[src/rtl/fetch_pc_gen_pkg.sv]
// Shared definitions for the fetch PC generator: address bus type, FSM state encodings, reset/exception vectors.
// Latency: n/a (types and constants only).  Backpressure: n/a.
package fetch_pc_gen_pkg;

   localparam int ADDR_BUS = 32;
   typedef logic [ADDR_BUS-1:0] addr_t;

   localparam addr_t PC_RESET_DEFAULT   = 32'hBFC0_0000;
   localparam addr_t EXC_VECTOR_DEFAULT = 32'hBFC0_0380;

   typedef enum logic [1:0] {
      PC_STATE_IDLE  = 2'd0,
      PC_STATE_FETCH = 2'd1,
      PC_STATE_HOLD  = 2'd2
   } pc_state_e;

   // Which next-PC rule won this cycle; SRC_NONE means the PC holds.
   typedef enum logic [2:0] {
      SRC_NONE   = 3'd0,
      SRC_FLUSH  = 3'd1,
      SRC_PEND   = 3'd2,
      SRC_BRANCH = 3'd3,
      SRC_SEQ    = 3'd4
   } pc_src_e;

   function automatic logic addr_misaligned(input addr_t a);
      return |a[1:0];
   endfunction

endpackage

[src/rtl/fetch_pc_gen_if.sv]
// Fetch-side bundle: hazard/exception controls in, ROM address and IF/ID PC out.
// Latency: n/a (wiring only).  Backpressure: stall / inst_ready hold the PC.
interface fetch_pc_gen_if;
   import fetch_pc_gen_pkg::*;

   logic  stall;
   logic  inst_ready;
   logic  branch_flag;
   addr_t branch_addr;
   logic  flush;
   addr_t flush_pc;

   logic  rom_en;
   addr_t rom_addr;
   addr_t pc;
   logic  pc_valid;
   logic  pending;
   logic  addr_err;
   addr_t bad_addr;

   modport master (
      input  stall, inst_ready, branch_flag, branch_addr, flush, flush_pc,
      output rom_en, rom_addr, pc, pc_valid, pending, addr_err, bad_addr
   );

   modport slave (
      output stall, inst_ready, branch_flag, branch_addr, flush, flush_pc,
      input  rom_en, rom_addr, pc, pc_valid, pending, addr_err, bad_addr
   );

endinterface

[src/rtl/fetch_pc_gen_branch_latch.sv]
// Single-entry redirect buffer: captures a branch target while fetch is held.
// Latency: 1 cycle set-to-visible.  Backpressure: a held entry is never overwritten; clear beats set.
module branch_latch
   import fetch_pc_gen_pkg::*;
(
   input  logic  clk,
   input  logic  rst,
   input  logic  set,
   input  addr_t set_addr,
   input  logic  clear,
   output logic  pending,
   output addr_t pend_addr
);

   always_ff @(posedge clk or posedge rst) begin
      if (rst) begin
         pending   <= 1'b0;
         pend_addr <= '0;
      end else if (clear) begin
         pending   <= 1'b0;
      end else if (set && !pending) begin
         // ID re-asserts the same branch every stalled cycle, so the first capture is kept.
         pending   <= 1'b1;
         pend_addr <= set_addr;
      end
   end

endmodule

[src/rtl/fetch_pc_gen.sv]
// Fetch PC generator with single-delay-slot redirect and a buffered redirect across holds; optional PC_ALIGN_CHECK_EN.
// Latency: branch sampled at edge N drives rom_addr=branch_addr in cycle N+1 when advancing.
// Backpressure: stall or !inst_ready holds the PC; a redirect seen during the hold is buffered.
module fetch_pc_gen
   import fetch_pc_gen_pkg::*;
#(
   parameter addr_t RESET_PC   = PC_RESET_DEFAULT,
   parameter addr_t EXC_VECTOR = EXC_VECTOR_DEFAULT
)(
   input  logic           clk,
   input  logic           rst,
   fetch_pc_gen_if.master bus
);

   pc_state_e state;
   addr_t     pc_q;
   logic      rom_en_q;
   logic      pending;
   addr_t     pend_addr;

   logic      running;
   logic      advance;
   pc_src_e   src;
   addr_t     sel_pc;
   logic      sel_valid;
   logic      misaligned;
   logic      latch_set;
   logic      latch_clear;

   assign running = (state != PC_STATE_IDLE);
   assign advance = bus.inst_ready & ~bus.stall;

   always_comb begin
      src    = SRC_NONE;
      sel_pc = pc_q;
      if (running) begin
         if (bus.flush) begin
            src    = SRC_FLUSH;
            sel_pc = bus.flush_pc;
         end else if (advance) begin
            if (pending) begin
               src    = SRC_PEND;
               sel_pc = pend_addr;
            end else if (bus.branch_flag) begin
               src    = SRC_BRANCH;
               sel_pc = bus.branch_addr;
            end else begin
               src    = SRC_SEQ;
               sel_pc = pc_q + 32'd4;
            end
         end
      end
   end

   assign sel_valid = (src != SRC_NONE);

`ifdef PC_ALIGN_CHECK_EN
   logic  addr_err_q;
   addr_t bad_addr_q;

   assign misaligned = sel_valid & addr_misaligned(sel_pc);

   always_ff @(posedge clk or posedge rst) begin
      if (rst) begin
         addr_err_q <= 1'b0;
         bad_addr_q <= '0;
      end else begin
         addr_err_q <= misaligned;
         if (misaligned) begin
            bad_addr_q <= sel_pc;
         end
      end
   end

   assign bus.addr_err = addr_err_q;
   assign bus.bad_addr = bad_addr_q;
`else
   assign misaligned   = 1'b0;
   assign bus.addr_err = 1'b0;
   assign bus.bad_addr = '0;
`endif

   assign latch_set   = running & ~bus.flush & ~advance & bus.branch_flag & ~pending;
   assign latch_clear = running & (bus.flush | (advance & pending) | misaligned);

   branch_latch u_branch_latch (
      .clk       (clk),
      .rst       (rst),
      .set       (latch_set),
      .set_addr  (bus.branch_addr),
      .clear     (latch_clear),
      .pending   (pending),
      .pend_addr (pend_addr)
   );

   always_ff @(posedge clk or posedge rst) begin
      if (rst) begin
         state    <= PC_STATE_IDLE;
         pc_q     <= RESET_PC;
         rom_en_q <= 1'b0;
      end else begin
         case (state)
            PC_STATE_IDLE: begin
               state    <= PC_STATE_FETCH;
               pc_q     <= RESET_PC;
               rom_en_q <= 1'b1;
            end
            default: begin
               rom_en_q <= 1'b1;
               if (sel_valid) begin
                  pc_q <= misaligned ? EXC_VECTOR : sel_pc;
               end
               state <= (bus.flush || advance) ? PC_STATE_FETCH : PC_STATE_HOLD;
            end
         endcase
      end
   end

   assign bus.rom_en   = rom_en_q;
   assign bus.rom_addr = pc_q;
   assign bus.pc       = pc_q;
   assign bus.pending  = pending;
   assign bus.pc_valid = rom_en_q & bus.inst_ready & ~bus.stall & ~bus.flush;

endmodule

[src/flat_wrapper.sv]
// flat-port wrapper written by rule: the top's interface ports become plain ports
module fetch_pc_gen_flat import fetch_pc_gen_pkg::*;
#(
   parameter addr_t RESET_PC   = PC_RESET_DEFAULT,
   parameter addr_t EXC_VECTOR = EXC_VECTOR_DEFAULT
)
  (clk, rst, bus_stall, bus_inst_ready, bus_branch_flag, bus_branch_addr, bus_flush, bus_flush_pc, bus_rom_en, bus_rom_addr, bus_pc, bus_pc_valid, bus_pending, bus_addr_err, bus_bad_addr);
  fetch_pc_gen_if bus_i ();
  input  logic clk;
  input  logic rst;
  input wire logic [$bits(bus_i.stall)-1:0] bus_stall;
  input wire logic [$bits(bus_i.inst_ready)-1:0] bus_inst_ready;
  input wire logic [$bits(bus_i.branch_flag)-1:0] bus_branch_flag;
  input wire logic [$bits(bus_i.branch_addr)-1:0] bus_branch_addr;
  input wire logic [$bits(bus_i.flush)-1:0] bus_flush;
  input wire logic [$bits(bus_i.flush_pc)-1:0] bus_flush_pc;
  output wire logic [$bits(bus_i.rom_en)-1:0] bus_rom_en;
  output wire logic [$bits(bus_i.rom_addr)-1:0] bus_rom_addr;
  output wire logic [$bits(bus_i.pc)-1:0] bus_pc;
  output wire logic [$bits(bus_i.pc_valid)-1:0] bus_pc_valid;
  output wire logic [$bits(bus_i.pending)-1:0] bus_pending;
  output wire logic [$bits(bus_i.addr_err)-1:0] bus_addr_err;
  output wire logic [$bits(bus_i.bad_addr)-1:0] bus_bad_addr;
  assign bus_i.stall = bus_stall;
  assign bus_i.inst_ready = bus_inst_ready;
  assign bus_i.branch_flag = bus_branch_flag;
  assign bus_i.branch_addr = bus_branch_addr;
  assign bus_i.flush = bus_flush;
  assign bus_i.flush_pc = bus_flush_pc;
  assign bus_rom_en = bus_i.rom_en;
  assign bus_rom_addr = bus_i.rom_addr;
  assign bus_pc = bus_i.pc;
  assign bus_pc_valid = bus_i.pc_valid;
  assign bus_pending = bus_i.pending;
  assign bus_addr_err = bus_i.addr_err;
  assign bus_bad_addr = bus_i.bad_addr;
  fetch_pc_gen #(.RESET_PC(RESET_PC), .EXC_VECTOR(EXC_VECTOR)) u_core (.clk(clk), .rst(rst), .bus(bus_i));
endmodule
[config.mk]
export PLATFORM = sky130hd
export DESIGN_NAME = fetch_pc_gen_flat
export DESIGN_NICKNAME = d
export VERILOG_FILES = /design/src/rtl/fetch_pc_gen_pkg.sv /design/src/rtl/fetch_pc_gen_if.sv /design/src/rtl/fetch_pc_gen_branch_latch.sv /design/src/rtl/fetch_pc_gen.sv /design/src/flat_wrapper.sv
export SDC_FILE = /design/constraint.sdc
export NUM_CORES = 1
export LEC_CHECK = 0
export ABC_AREA = 1
export BUFFER_PORTS_ARGS = -buffer_cell sky130_fd_sc_hd__buf_4
export CAP_MARGIN = 25
export CORE_MARGIN = 5
export CORE_UTILIZATION = 46
export DETAILED_ROUTE_END_ITERATION = 16
export HOLD_SLACK_MARGIN = 0.1
export PLACE_DENSITY = 0.76
export SLEW_MARGIN = 5
export SYNTH_ARGS = -nofsm -noshare
export SYNTH_HDL_FRONTEND = slang
export SYNTH_SLANG_ARGS = --single-unit
[constraint.sdc]
create_clock -name clk -period 2.1 [get_ports clk]
set_input_delay 0.525 -clock clk [delete_from_list [all_inputs] [get_ports clk]]
set_output_delay 0.525 -clock clk [all_outputs]
set_load 0.05 [all_outputs]
==> flow_metrics.py <==
metrics = {
    "pwr": {
        "swShare_pct": 45.5,
        "clock_power_share_pct": 20.5,
        "p_per_area_mw_per_mm2": 939,
        "p_seq_share_pct": 35.1,
        "switchingPower_mw": 2.51,
        "p_leak_nw": 3.06,
        "p_comb_share_pct": 44.4,
        "ir_drop_v": 0.000580,
        "internal_power_mw": 3.01,
    },
    "die": {
        "start_util_pct": 47.2,
        "die_h_um": 113,
        "rows": 37,
        "die_w_um": 113,
        "core-area_mm2": 0.0103,
        "boundaryPins": 170,
        "dieArea_mm2": 0.0128,
    },
    "clock_tree": {
        "cts_sinks": 68,
        "htree_levels": 3,
        "root_buffer": "clkbuf_8",
        "clk_latency_ps": 340,
        "cts_tree": "built",
        "numCtsBuffers": 9,
        "clkTransAtPathRegs_ps": 90,
        "cts_hold_buf": 0,
        "cts_setup_buffers": 0,
        "cts_resized": 0,
        "clockBufferDepth": 2,
    },
    "grt": {
        "first_global_vias": 4417,
        "grt_first_pass_wirelength_mm": 21.5,
        "antenna_found_initial": 0,
        "grt_start_max_net_pins": 69,
        "track_usage_pct": 20.6,
        "gr-total-overflow": 0,
    },
    "worst_setup_path": {
        "cp_data_arrival_time_ps": 2120,
        "rrSetupSlack_ps": 250,
        "critPathKind": "reg2reg",
        "reg2reg_from": "u_core.bus.pc[3]",
        "cp.required_ps": 2370,
        "cp-start-kind": "flop",
        "cp_max_fo": 5,
        "crit_path_end_kind": "flop",
        "r2r-end": "u_core.bus.pc[24]",
        "r2r_cells": 11,
    },
    "detailed_routing": {
        "drc_errors": 0,
        "routed_wl_mm": 13.3,
        "vias": 4603,
        "drtPass1Iterations": 5,
        "via_per_inst": 4.99,
        "drt_iter0_drc": 252,
        "avgRoutedWirePerCell_um": 14.4,
        "postRouteAntennaNets": 0,
    },
    "place": {
        "preCtsSetupSlack_ps": 233,
        "port_buffers": 136,
        "gp_congestion": 0.827,
        "place_hpwl_mm": 9.97,
    },
    "hold_path": {
        "min_path_type": "in2async",
    },
    "timing": {
        "slew_violations": 0,
        "tightest_slew_ps": 552,
        "skew_ps": 11.9,
        "rsz0062_at_grt": "no",
        "setup_ws_ps": 245,
        "setup_viol": 0,
        "max_slew_margin_pct": 63.2,
        "finalCritPeriodShare_pct": 88.3,
        "tns_ps": 0,
        "timing.final.hold_violations": 0,
        "timing.fmax_ghz": 0.539,
        "final.min_clock_period_ps": 1850,
    },
    "status": {
        "outcome": "finished, final reports clean",
    },
    "yosys": {
        "ys_warn_count": 0,
        "ys_ff_latch": 68,
        "yosysSeqAreaShare_pct": 35.1,
        "syn_area_mm2": 0.00488,
        "avgSynthCellArea_um2": 7.19,
        "synth.distinct_cells": 36,
        "syn_inst": 678,
    },
    "cells_and_area": {
        "fin_nets": 852,
        "drive_gt1_share_pct": 27.7,
        "area_delta_synth_final_pct": 20.7,
        "antenna_cells": 0,
        "n_fill_cell": 969,
    },
    "run": {
        "maxCapViolCount": 0,
    },
}
==> how the worst max path moves through the flow <==
stage | endpoint | depth (start not counted) | from
3_3_place_gp | u_core.bus.pc[23] | 9 | bus_flush
4_1_cts | u_core.bus.pc[24] | 11 | u_core.bus.pc[3]
6_report | u_core.bus.pc[24] | 11 | u_core.bus.pc[3]
5_1_grt | u_core.bus.pc[26] | 11 | u_core.bus.pc[2]
3_5_place_dp | u_core.bus.pc[27] | 11 | bus_inst_ready
2_1_floorplan | bus_pc_valid | 4 | bus_flush
==> state kept, by name, indices dropped and copies added (netlist names) <==
name,flops
u_core.bus.rom_en,1
u_core.bus.pc,32
u_core.state,2
u_core.u_branch_latch.pending,1
u_core.u_branch_latch.pend_addr,32
==> metrics by stage <==
step	cells	hold WS (ps)	utilization (%)	power, mW	area, um^2
floorplan	710	453	-	3.86	5000
global placement	906	468	55.0	4.36	5680
detailed placement	906	474	55.0	4.41	5680
CTS	922	277	57.0	5.55	5890
global route	922	275	57.0	5.82	5890
finish	922	255	57.0	5.53	5890
==> Yosys cell counts, drive strengths merged <==
master | count | area, um^2
mux2 | 18 | 244
xnor2 | 4 | 35.0
nand2 | 211 | 822
o221ai | 6 | 52.6
clkbuf | 7 | 26.3
o22ai | 16 | 100
nor2 | 94 | 433
nand3 | 26 | 130
a221oi | 1 | 8.76
o21ai | 41 | 205
a21o | 1 | 7.51
xor2 | 5 | 43.8
o211ai | 3 | 22.5
buf | 81 | 616
ha | 1 | 12.5
conb | 2 | 7.51
dfstp | 9 | 236
o21bai | 2 | 15.0
dfrtp | 59 | 1480
or2 | 1 | 6.26
a21oi | 22 | 110
and2 | 1 | 6.26
nand3b | 1 | 7.51
inv | 66 | 253
==> critical path, cell delays in order (launching register included) <==
cell     delay, ps
dfrtp_1        420
ha_1           240
nand2_1         80
nor2_2         150
nand2_1        130
nor2_2         240
nand2_1         80
nand2_1         60
nand3_1         70
nand2_1         80
nand2_1         60
a21oi_1        160
==> cells by family after synthesis <==
logic type | synth area share [%]
simple gates | 28.8
buf+inv | 18.3
compound gates | 10.7
flops | 35.1
mux | 5.00
xor+xnor | 1.62
other cells | 0.154
fa+ha+maj | 0.257
==> cells in the final DEF (no fill, tap or decap), types with 9 or more instances in the layout <==
cell      netlist  routed
clkbuf_8        0      10
dfrtp_1        59      59
a21oi_1        22      22
nand3_1        26      26
o22ai_1        16      16
conb_1          2      34
nor2_1         80      80
dfstp_2         9       9
o21ai_0        40      40
mux2_4         11      11
inv_1          61      60
buf_4          66     145
nor2_4          9       9
nand2_1       205     205
==> layer usage <==
metal / GRT usage (%) / wire length [um] / vias to the layer above
li1: - / - / 2247
met1: 27.3 / 5550 / 2126
met2: 33.8 / 6390 / 211
met3: 5.08 / 1110 / 19
met4: 5.21 / 225 / 0
met5: 0 / 0 / -
==> layout make-up <==
cell class | instances | area [um^2] | share of cell area, %
Multi-Input combinational cell | 488 | 2390 | 40.6
Sequential cell | 68 | 1710 | 29.1
Timing Repair Buffer | 148 | 1150 | 19.5
Inverter | 66 | 256 | 4.36
Tap cell | 136 | 170 | 2.89
Clock buffer | 10 | 138 | 2.34
Clock inverter | 6 | 71.3 | 1.21
==> power groups by stage <==
| stage | sequential, mW | clock [mW] | combinational (mW) |
|---|---|---|---|
| CTS | 1.94 | 1.15 | 2.46 |
| floorplan | 2.28 | 0 | 1.58 |
| global route | 1.99 | 1.21 | 2.63 |
| detailed placement | 1.96 | 0 | 2.46 |
| finish | 1.94 | 1.13 | 2.46 |
| global placement | 1.94 | 0 | 2.42 |
(Power assumes the default switching activity.)
